### config.mk
export PLATFORM = sky130hd
export DESIGN_NAME = fft_stage_unshuffle
export DESIGN_NICKNAME = d
export VERILOG_FILES = /design/src/rtl/fft_stage_unshuffle.sv
export SDC_FILE = /design/constraint.sdc
export NUM_CORES = 1
export LEC_CHECK = 0
export CAP_MARGIN = 25
export CORE_ASPECT_RATIO = 0.8
export CORE_MARGIN = 4
export CORE_UTILIZATION = 30
export CTS_CLUSTER_SIZE = 20
export DETAILED_ROUTE_END_ITERATION = 6
export PLACE_DENSITY = 0.54
export SYNTH_ARGS = -nofsm -noshare
export SYNTH_HDL_FRONTEND = slang
export SYNTH_SLANG_ARGS = --single-unit
### constraint.sdc
create_clock -name clk -period 9 [get_ports clk]
set_input_delay 2.7 -clock clk [delete_from_list [all_inputs] [get_ports clk]]
set_output_delay 2.7 -clock clk [all_outputs]
set_load 0.01 [all_outputs]
### src/rtl/fft_stage_unshuffle.sv
// Reorders one frame from butterfly-pair order (for a given stage) back to natural index order.
// Single frame buffer: the whole frame is filled, then drained; fill and drain never overlap.
module fft_stage_unshuffle #(
    parameter int  SAMPLES = 8,
    parameter int  WIDTH   = 3,
    localparam int LOG2    = $clog2(SAMPLES)
) (
    input  logic             clk,
    input  logic             rst,
    input  logic [LOG2-1:0]  stage,
    input  logic             in_valid,
    output logic             in_ready,
    input  logic [WIDTH-1:0] in_data,
    output logic             out_valid,
    input  logic             out_ready,
    output logic [WIDTH-1:0] out_data,
    output logic [LOG2-1:0]  out_index,
    output logic             out_last,
    output logic             busy
);

    typedef enum logic {FILL, DRAIN} state_t;

    localparam logic [LOG2-1:0] MAX_STAGE = LOG2'(LOG2 - 1);
    localparam logic [LOG2-1:0] LAST_IDX  = LOG2'(SAMPLES - 1);

    state_t           state, state_nxt;
    logic [LOG2-1:0]  wr_cnt, wr_cnt_nxt;
    logic [LOG2-1:0]  rd_cnt, rd_cnt_nxt;
    logic [LOG2-1:0]  stage_q, stage_nxt;
    logic [LOG2-1:0]  stage_clamped, stage_use, wr_addr;
    logic             wr_en;
    logic [WIDTH-1:0] mem [SAMPLES];

    // Natural index of the k-th word of a stage-s butterfly-ordered stream.
    function automatic logic [LOG2-1:0] map_index(input logic [LOG2-1:0] s,
                                                   input logic [LOG2-1:0] k);
        int p;
        int j;
        int base;
        int idx;
        p    = int'(k) >> 1;
        j    = p & ((1 << s) - 1);
        base = (p >> s) << (s + 1);
        idx  = base + j + (k[0] ? (1 << s) : 0);
        return idx[LOG2-1:0];
    endfunction

    // The stage used for word 0 comes straight from the port; later words reuse the latched copy.
    always_comb begin
        stage_clamped = (stage > MAX_STAGE) ? MAX_STAGE : stage;
        stage_use     = (wr_cnt == '0) ? stage_clamped : stage_q;
        wr_addr       = map_index(stage_use, wr_cnt);
    end

    always_comb begin
        // NOTE: every output of this block gets a default first, so no path can infer a latch.
        state_nxt  = state;
        wr_cnt_nxt = wr_cnt;
        rd_cnt_nxt = rd_cnt;
        stage_nxt  = stage_q;
        wr_en      = 1'b0;
        in_ready   = 1'b0;
        out_valid  = 1'b0;
        out_data   = '0;
        out_index  = '0;
        out_last   = 1'b0;
        case (state)
            FILL: begin
                in_ready = 1'b1;
                if (in_valid) begin
                    wr_en     = 1'b1;
                    stage_nxt = stage_use;
                    if (wr_cnt == LAST_IDX) begin
                        wr_cnt_nxt = '0;
                        state_nxt  = DRAIN;
                    end else begin
                        wr_cnt_nxt = wr_cnt + LOG2'(1);
                    end
                end
            end
            DRAIN: begin
                out_valid = 1'b1;
                out_data  = mem[rd_cnt];
                out_index = rd_cnt;
                out_last  = (rd_cnt == LAST_IDX);
                if (out_ready) begin
                    if (rd_cnt == LAST_IDX) begin
                        rd_cnt_nxt = '0;
                        state_nxt  = FILL;
                    end else begin
                        rd_cnt_nxt = rd_cnt + LOG2'(1);
                    end
                end
            end
            default: state_nxt = FILL;
        endcase
    end

    // NOTE: sequential state uses non-blocking assignments so every register sees pre-edge values.
    always_ff @(posedge clk or posedge rst) begin
        if (rst) begin
            state   <= FILL;
            wr_cnt  <= '0;
            rd_cnt  <= '0;
            stage_q <= '0;
        end else begin
            state   <= state_nxt;
            wr_cnt  <= wr_cnt_nxt;
            rd_cnt  <= rd_cnt_nxt;
            stage_q <= stage_nxt;
        end
    end

    // NOTE: the frame buffer has no reset; every entry is rewritten before DRAIN can read it.
    always_ff @(posedge clk) begin
        if (wr_en) begin
            mem[wr_addr] <= in_data;
        end
    end

    assign busy = (state == DRAIN) || (wr_cnt != '0);

endmodule

==> flow_summary.json <==
{
  "status": "completed",
  "drt_iter0_drc": 27,
  "p_int_uw": 429,
  "stdcell_count": 233,
  "p_seq_share_pct": 37.2,
  "cap_violations": 0,
  "io_pins": 20,
  "first_pass_iters": 3,
  "viasPerCell": 4.59,
  "hold_viol": 0,
  "clkTransAtPathRegs_ns": 0.07,
  "die_h_um": 76.4,
  "postCtsSetupBuffers": 0,
  "worstHoldPathType": "flop to flop",
  "swShare_pct": 38.1,
  "fin_crit_ns": 6.35,
  "worst_pin_slew_ns": 0.739,
  "start_kind": "input port",
  "syn-num-nets": 153,
  "p_leak_nw": 0.802,
  "drive_above_1_share_pct": 13.5,
  "syn_to_final_growth_pct": 20.1,
  "ys_top_cells_by_area": "edfxtp_1 (41%), dfrtp_1 (14%), mux4_2 (7.7%)",
  "clockBufferDepth": 2,
  "slowest_stage": "nor4_1",
  "muxShareOfSynthArea_pct": 13.4,
  "crit_arrival_ns": 6.26,
  "crit_type": "input port to flop",
  "clock-root-buffer": "clkbuf_8",
  "slew_violations": 0,
  "critPathBufInv": 1,
  "rows": 24,
  "final_common_cell": "edfxtp_1",
  "tns_ns": 0,
  "synth_top_family_by_area": "simple AND/OR/NAND/NOR gates",
  "wl_um": 3390,
  "fin_nets": 176,
  "vdd_drop_max_uv": 69.9,
  "p_clk_share_pct": 15.8,
  "crit_path_end_kind": "flop",
  "grt_pass1_wl_um": 5630,
  "initial_core_util_pct": 31.6,
  "grt_pass1_vias": 1095,
  "max_freq_ghz": 0.158,
  "rsz0062_at_grt": "no",
  "yosys_warnings": 0,
  "synth_area_um2": 1760,
  "skew_ns": 0.00381,
  "cp_max_fo": 4,
  "netlist.top_cell.by_area": "edfxtp_1",
  "cts_resized": 0,
  "synth_cells": 131,
  "synthAdderAreaFrac_pct": 9.40,
  "yosys.area_share.xor_xnor_pct": 2.49,
  "overflow": 0,
  "synth_top_area_share_pct": 41.0,
  "synth-simple-area-share_pct": 13.9,
  "port_buffers": 19,
  "antennaDiodeCount": 0,
  "grt_use_total_pct": 10.4,
  "critPathMaxStageDelay_ns": 0.59,
  "setup_viol": 0,
  "routedWlPerCell_um": 14.6,
  "most-common-layout-cells": "edfxtp_1 (24), clkdlybuf4s50_1 (19), nor2_1 (16)",
  "gp_congestion": 0.841,
  "postRouteAntennaNets": 0,
  "antenna_found_initial": 0,
  "powerDensity_nw_per_um2": 329,
  "crit_chain": "clkdlybuf4s50_1 -> nor3b_1 -> mux2i_4 -> ha_1 -> nor2_1 -> nand3_1 -> nor3_1 -> fa_1 -> ha_1 -> xor2_1 -> xnor2_1 -> xor2_1 -> nor4_1",
  "combinationalPowerShare_pct": 47.0,
  "clkLatencyLatePin_ns": 0.28,
  "ctsHtreeMaxLevel": 2,
  "cts_hold_buf": 0,
  "syn-mean-instance-area_um2": 13.4,
  "dp.cells": 225,
  "vias": 1070,
  "cts_buffers": 5,
  "synth_cell_type_count": 36,
  "place_area_um2": 2020,
  "maxSlewHeadroom_pct": 50.3,
  "die-area_um2": 7150,
  "synth_compound_area_share_pct": 3.13,
  "grt_start_max_net_pins": 12,
  "tritoncts": "done",
  "ys_seq_elements": 34,
  "die_w_um": 93.6,
  "core_area_um2": 5560,
  "period_share_pct": 70.5,
  "crit_required_ns": 8.92,
  "dp_hpwl_um": 2630,
  "cpLargestDelayFamily": "simple AND/OR/NAND/NOR gates",
  "postLayoutCellArea_um2": 2110,
  "drcViolationCount": 0,
  "ys_seq_area_share_pct": 55.3,
  "cts_sinks": 34,
  "switchingPower_uw": 264
}
==> metrics by stage <==
| stage | total power [mW] | worst slack (ns) | util, % | hold slack [ns] |
|---|---|---|---|---|
| floorplan | 0.488 | 3.18 | - | 0.510 |
| global placement | 0.583 | 2.41 | 36.4 | 0.553 |
| detailed placement | 0.590 | 2.32 | 36.4 | 0.569 |
| CTS | 0.701 | 2.62 | 38.0 | 0.586 |
| global route | 0.746 | 2.35 | 38.0 | 0.596 |
| finish | 0.693 | 2.65 | 38.0 | 0.581 |
==> cell families (layout without fill, tap and decap cells) <==
logic type / Yosys count / count (layout)
AND/OR/NAND/NOR: 47 / 47
adder cells (fa/ha/maj): 12 / 12
flip-flops: 34 / 34
multiplexers: 14 / 14
AO/OA/AOI/OAI: 10 / 10
XOR/XNOR: 5 / 5
buffers and inverters: 9 / 33
==> cells in the mapped netlist, drive strengths merged <==
cell type / n
a21o: 1
a21oi: 6
and2: 4
and3: 2
buf: 2
clkbuf: 1
dfrtp: 10
edfxtp: 24
fa: 2
ha: 10
inv: 6
mux2: 3
mux2i: 5
mux4: 6
nand2: 10
nand2b: 2
nand3: 2
nand3b: 1
nor2: 16
nor2b: 2
nor3: 2
nor3b: 1
nor4: 2
nor4b: 1
o21a: 1
o21ai: 2
or2b: 1
or3: 1
xnor2: 3
xor2: 2
==> power by group through the flow <==
stage / Sequential, mW / Combinational (mW) / Clock, mW
after global placement: 0.260 / 0.323 / 0
final: 0.258 / 0.326 / 0.109
after floorplan: 0.235 / 0.253 / 0
after global routing: 0.264 / 0.361 / 0.121
after CTS: 0.258 / 0.330 / 0.112
after detailed placement: 0.262 / 0.329 / 0
==> registers in the layout, indices dropped and copies added, names as in the netlist <==
name and cells:
rd_cnt 3, mem 24, wr_cnt 3, state 1
stage_q 3
==> worst paths after layout <==
check	start	end	slack, ns	cells past startpoint
setup / recovery	stage[2]	mem[4][0]$_DFFE_PP_	2.65	13
hold / removal	stage_q[0]$_DFFE_PP0P_	stage_q[0]$_DFFE_PP0P_	0.58	1
setup reg to reg	wr_cnt[0]$_DFFE_PP0P_	mem[4][0]$_DFFE_PP_	4.85	16
hold reg to reg	stage_q[0]$_DFFE_PP0P_	stage_q[0]$_DFFE_PP0P_	0.58	1
max in group asynchronous	rst	rd_cnt[0]$_DFFE_PP0P_	6.03	2
min in group asynchronous	rst	wr_cnt[2]$_DFFE_PP0P_	2.69	2
==> per-layer routing <==
| metal | vias to the layer above | global-route usage (%) | routed length [um] |
|---|---|---|---|
| met5 | - | 0 | 0 |
| met4 | 0 | 3.90 | 57 |
| met3 | 7 | 3.65 | 170 |
| met2 | 25 | 15.6 | 1530 |
| met1 | 520 | 13.8 | 1630 |
| li1 | 518 | - | - |
==> layout make-up <==
type	count	area, um^2
Clock inverter	3	16.3
Sequential cell	34	971
Tap cell	78	97.6
Timing Repair Buffer	19	190
Fill cell	539	3450
Multi-Input combinational cell	88	743
Inverter	6	22.5
Clock buffer	5	68.8
Note: power is estimated with default switching activity, not from simulation.
